**config.mk**
```make
export PLATFORM = sky130hd
export DESIGN_NAME = ahbl_splitter_n
export DESIGN_NICKNAME = d
export VERILOG_FILES = /design/src/rtl/ahbl_splitter_n.sv
export SDC_FILE = /design/constraint.sdc
export NUM_CORES = 1
export LEC_CHECK = 0
export ABC_CLOCK_PERIOD_IN_PS = 4300
export BUFFER_PORTS_ARGS = -buffer_cell sky130_fd_sc_hd__buf_2
export CAP_MARGIN = 10
export CORE_MARGIN = 5
export CORE_UTILIZATION = 41
export DETAILED_ROUTE_END_ITERATION = 10
export PLACE_DENSITY = 0.85
export SYNTH_ARGS = -nofsm -noshare
export SYNTH_HDL_FRONTEND = slang
export SYNTH_SLANG_ARGS = --single-unit
```
**constraint.sdc**
```tcl
create_clock -name HCLK -period 4.3 [get_ports HCLK]
set_clock_uncertainty 0.2 [all_clocks]
set_input_delay 1.075 -clock HCLK [delete_from_list [all_inputs] [get_ports HCLK]]
set_output_delay 1.075 -clock HCLK [all_outputs]
set_load 0.02 [all_outputs]
```
**src/rtl/ahbl_splitter_n.sv**
```systemverilog
// AHB-Lite slave-side splitter: decodes an HADDR tag field to up to eight
// slaves, muxes their data-phase responses back, answers unmapped active
// transfers with a two-cycle ERROR, and watches for hung slaves.
module ahbl_splitter_n #(
  parameter int unsigned              NSLV      = 4,
  parameter int unsigned              DEC_LSB   = 24,
  parameter int unsigned              DEC_W     = 4,
  parameter logic [NSLV*DEC_W-1:0]    TAGS      = {4'h3, 4'h2, 4'h1, 4'h0},
  parameter logic [31:0]              DEF_RDATA = 32'hBADDBEEF,
  parameter int unsigned              TO_CYCLES = 256
) (
  input  logic                 HCLK,
  input  logic                 HRESETn,
  input  logic [31:0]          HADDR,
  input  logic [1:0]           HTRANS,
  input  logic                 HREADY,
  input  logic                 HSEL,
  output logic                 HREADYOUT,
  output logic                 HRESP,
  output logic [31:0]          HRDATA,
  output logic [NSLV-1:0]      S_SEL,
  input  logic [NSLV-1:0]      S_HREADYOUT,
  input  logic [NSLV-1:0]      S_HRESP,
  input  logic [32*NSLV-1:0]   S_HRDATA,
  input  logic                 TIMEOUT_CLR,
  output logic                 TIMEOUT_IRQ,
  output logic [2:0]           TO_SLV
);

  localparam int unsigned CNT_W = 16;
  localparam bit               WD_EN  = (TO_CYCLES != 0);
  localparam logic [CNT_W-1:0] TO_LIM = CNT_W'(TO_CYCLES);
  localparam logic [CNT_W-1:0] TO_M1  = CNT_W'(TO_CYCLES - 1);

  typedef enum logic [1:0] {
    ST_IDLE = 2'd0,
    ST_ERR1 = 2'd1,
    ST_ERR2 = 2'd2
  } dst_t;

  logic [DEC_W-1:0] field;
  logic [NSLV-1:0]  match;
  logic             taken;
  logic             unmapped_active;
  logic [NSLV-1:0]  sel_d;
  dst_t             dst_q, dst_nxt;
  logic             def_ready, def_resp;
  logic [CNT_W-1:0] wcnt;
  logic             to_flag;
  logic             waiting;
  logic             wd_inc;
  logic             to_set;
  logic [2:0]       sel_idx;
  logic             unused_bits;

  // Address bits outside the decode field and HTRANS[0] carry no meaning here
  assign unused_bits = ^{HADDR, HTRANS[0]};

  // Tag decode with lowest-index priority so S_SEL is one-hot or zero
  always_comb begin
    field = HADDR[DEC_LSB +: DEC_W];
    taken = 1'b0;
    match = '0;
    S_SEL = '0;
    for (int i = 0; i < int'(NSLV); i++) begin
      match[i] = (field == TAGS[i*DEC_W +: DEC_W]);
      S_SEL[i] = HSEL & match[i] & ~taken;
      taken    = taken | match[i];
    end
  end

  assign unmapped_active = HSEL & HTRANS[1] & ~(|match);

  // Data-phase owner, advanced only on accepted address phases
  always_ff @(posedge HCLK or negedge HRESETn) begin
    if (!HRESETn)    sel_d <= '0;
    else if (HREADY) sel_d <= S_SEL;
  end

  // Default-slave state register
  always_ff @(posedge HCLK or negedge HRESETn) begin
    if (!HRESETn) dst_q <= ST_IDLE;
    else          dst_q <= dst_nxt;
  end

  // Default-slave next state and two-cycle ERROR response
  always_comb begin
    dst_nxt   = dst_q;
    def_ready = 1'b1;
    def_resp  = 1'b0;
    case (dst_q)
      ST_IDLE: begin
        if (HREADY && unmapped_active) dst_nxt = ST_ERR1;
      end
      ST_ERR1: begin
        def_ready = 1'b0;
        def_resp  = 1'b1;
        dst_nxt   = ST_ERR2;
      end
      ST_ERR2: begin
        def_resp = 1'b1;
        if (HREADY && unmapped_active) dst_nxt = ST_ERR1;
        else                           dst_nxt = ST_IDLE;
      end
      default: dst_nxt = ST_IDLE;
    endcase
  end

  // Response mux: data-phase slave owns the bus, else the default slave
  always_comb begin
    HREADYOUT = def_ready;
    HRESP     = def_resp;
    HRDATA    = DEF_RDATA;
    for (int i = 0; i < int'(NSLV); i++) begin
      if (sel_d[i]) begin
        HREADYOUT = S_HREADYOUT[i];
        HRESP     = S_HRESP[i];
        HRDATA    = S_HRDATA[i*32 +: 32];
      end
    end
  end

  // Selected slave index and wait detection for the watchdog
  always_comb begin
    sel_idx = 3'd0;
    for (int i = 0; i < int'(NSLV); i++) begin
      if (sel_d[i]) sel_idx = 3'(i);
    end
  end

  assign waiting = (|sel_d) & ~(|(sel_d & S_HREADYOUT));
  assign wd_inc  = WD_EN & waiting & ~HREADY;
  assign to_set  = wd_inc & (wcnt == TO_M1);

  // Consecutive wait-cycle counter, saturating at the limit
  always_ff @(posedge HCLK or negedge HRESETn) begin
    if (!HRESETn)                     wcnt <= '0;
    else if (HREADY)                  wcnt <= '0;
    else if (wd_inc && wcnt != TO_LIM) wcnt <= wcnt + CNT_W'(1);
  end

  // Sticky timeout flag; a new timeout beats a coincident clear
  always_ff @(posedge HCLK or negedge HRESETn) begin
    if (!HRESETn)         to_flag <= 1'b0;
    else if (to_set)      to_flag <= 1'b1;
    else if (TIMEOUT_CLR) to_flag <= 1'b0;
  end

  // First timed-out slave is kept until the flag is cleared
  always_ff @(posedge HCLK or negedge HRESETn) begin
    if (!HRESETn)                TO_SLV <= 3'd0;
    else if (to_set && !to_flag) TO_SLV <= sel_idx;
  end

  assign TIMEOUT_IRQ = to_flag;

endmodule

```
==> flow_summary.yaml <==
die:
  die_y_um: 85.5
  core_area_um2: 5510
  die_w_um: 85.5
  initial_core_util: 0.424
  rows: 27
  die_area_um2: 7310
  ioPinCount: 217
grt:
  grt_max_degree: 50
  antenna_found_initial: 0
  grt_pass1_vias: 2899
  groute.usage.overall: 0.251
  grt_remaining_overflow: 0
  grt_pass1_wl_mm: 14.8
cts:
  cts_resized: 0
  cts_root_buffer: "clkbuf_8"
  cts_made_buffers: 3
  post_cts_buffers: 0
  holdBufCountCts: 0
  clockBufferDepth: 2
  clkSinkCount: 25
  clk_pin_slew_worst_paths_ns: 0.09
  cts_tree: "yes"
  worstSkewPairLatency_ns: 0.28
  htreeDepth: 1
worst_setup_path:
  cp_max_fo: 26
  start_kind: "register"
  required_ns: 3.02
  timing_worst_setup_path_type: "reg2out"
  arrival_ns: 2.26
  worstSetupEndpointType: "output pin"
  path_cells: "or2_2 > nor2_1 > a22oi_1 > o21ai_0 > buf_2"
  slowest_delay_ns: 0.57
  critPathSlowestCell: "nor2_1"
  path_depth: 5
  reg2regPathDepth: 5
  critPathBufInv: 1
  critPathTopFamily: "simple AND/OR/NAND/NOR gates"
yosys:
  synth.distinct_cells: 51
  syn_inst: 286
  avgSynthCellArea_um2: 8.17
  synthArstFlopShare: 1.00
  ys_seq_area_frac: 0.268
  synthTopCellsByArea: "dfrtp_1 27%, a22oi_1 12%, o21ai_0 8.1%, o22ai_1 6.4%, mux2i_1 3.9%"
  yosys.area.top_type: "dfrtp_1"
  syn_nets: 468
  netlist_area_um2: 2340
  synth_top_area_share: 0.268
  ys_top_cells_by_count: "38 x a22oi_1, 38 x o21ai_0, 25 x dfrtp_1"
  synth_edf_count: 0
  synthFlopType: "dfrtp_1"
  yosys_warnings: 0
  synth_seq_cells: 25
routing:
  dr_total_vias: 3073
  ant_nets: 0
  drtPass1Iterations: 5
  drt_iter0_markers: 228
  drc_errors: 0
  wire_per_inst_um: 18.8
  vias_per_cell: 5.83
  drt_wl_total_mm: 9.91
status:
  status: "completed"
power_and_ir_drop:
  leakage_nw: 1.54
  p_total_mw: 0.632
  power.density_nw_per_um2: 191
  vdd_drop_max_v: 0.000195
timing:
  worst_slew_pin_slew_ns: 0.628
  maxSlewViolCount: 0
  final-hold-violation-count: 0
  max_freq_mhz: 283
  setup_viol: 0
  fin_setup_tns_ns: 0
  timing.final.crit_share: 0.822
  hold_ws_ns: 0.307
  slew_headroom: 0.580
  rsz0062_at_grt: "no"
  fin_crit_ns: 3.53
placement:
  place_inst: 523
  port_buffers: 186
  place.gp.congestion: 0.997
  dp_hpwl_mm: 7.95
finish:
  layout.cells.non_filler: 527
  multi_input_area_um2: 1560
  num-fill-cells: 520
  drive_above_1_share: 0.462
  syn2layout_area_growth_pct: 41.9
  regArea_um2: 626
  antenna_cells: 0
  nNetsFinal: 638
job:
  maxCapViolCount: 0
hold_path:
  hold_depth: 1
  worst_hold_path_type: "reg2reg"
## power breakdown
part | internal (mW) | switching, mW | leakage (nW)
Combinational | 0.104 | 0.132 | 1.18
Sequential | 0.242 | 0.00856 | 0.342
Clock | 0.0666 | 0.0782 | 0.0228
Total | 0.413 | 0.219 | 1.54
## final timing paths
check                           slack [ns]      from         end
worst max-delay path                  0.77  sel_d[2]  HRDATA[24]
worst min-delay path                  0.31  wcnt[15]    wcnt[15]
worst max register to register        1.91  sel_d[3]   TO_SLV[1]
worst min register to register        0.31  wcnt[15]    wcnt[15]
max in group asynchronous             2.94   HRESETn   TO_SLV[1]
min in group asynchronous             0.58   HRESETn     wcnt[6]
## state kept, by name, indices dropped and copies added, names as in the netlist
register / count
wcnt: 16
dst_q: 2
TIMEOUT_IRQ: 1
TO_SLV: 2
sel_d: 4
## cell usage in the layout, fill, tap and decap left out, drive strengths merged, types with 8 or more instances in the layout
cell type	synthesis	layout
a21oi	10	10
a22oi	39	39
buf	8	191
dfrtp	25	25
mux2i	9	9
nand2	14	14
nand2b	8	8
nor2	9	9
o21ai	38	38
o22ai	24	24
## layer usage
metal,routed length [µm],vias up,share of wire,global-route usage
met5,0,-,0,0
met4,238,0,0.024,0.0806
met3,1010,21,0.10,0.0631
met2,4930,167,0.50,0.420
met1,3730,1428,0.38,0.313
li1,-,1457,-,-
## area by class of cell
type                       instances  share of cell area
inverter                           7             0.00793
tap                               72              0.0272
timing repair buffer             191               0.292
sequential                        25               0.189
clock buffer                       4              0.0136
multi-input combinational        228               0.470
## kinds of logic (layout without fill, tap and decap cells)
logic type | count (synthesis) | after routing | synth area share
AO/OA/AOI/OAI | 125 | 125 | 0.344
flip-flops | 25 | 25 | 0.268
adder cells (fa/ha/maj) | 7 | 7 | 0.0375
other | 1 | 1 | 0.00161
buffers and inverters | 33 | 202 | 0.0648
multiplexers | 16 | 16 | 0.0723
AND/OR/NAND/NOR | 79 | 79 | 0.212
## worst reg2reg max path, stage by stage (launching register included)
cell	delay, ns
dfrtp_1	0.37
buf_4	0.44
or4_4	0.25
nand4_4	0.26
nor4b_4	0.41
mux2_2	0.36
## per-stage QoR
| stage | setup WS [ns] | instance area, µm² | utilization |
|---|---|---|---|
| 6_report | 0.766 | 3310 | 0.602 |
| 5_1_grt | 0.675 | 3310 | 0.602 |
| 4_1_cts | 0.768 | 3310 | 0.602 |
| 3_5_place_dp | 1.08 | 3270 | 0.594 |
| 3_3_place_gp | 1.13 | 3270 | 0.594 |
| 2_1_floorplan | 1.15 | 2340 | - |
Note: power is estimated with default switching activity, not from simulation.
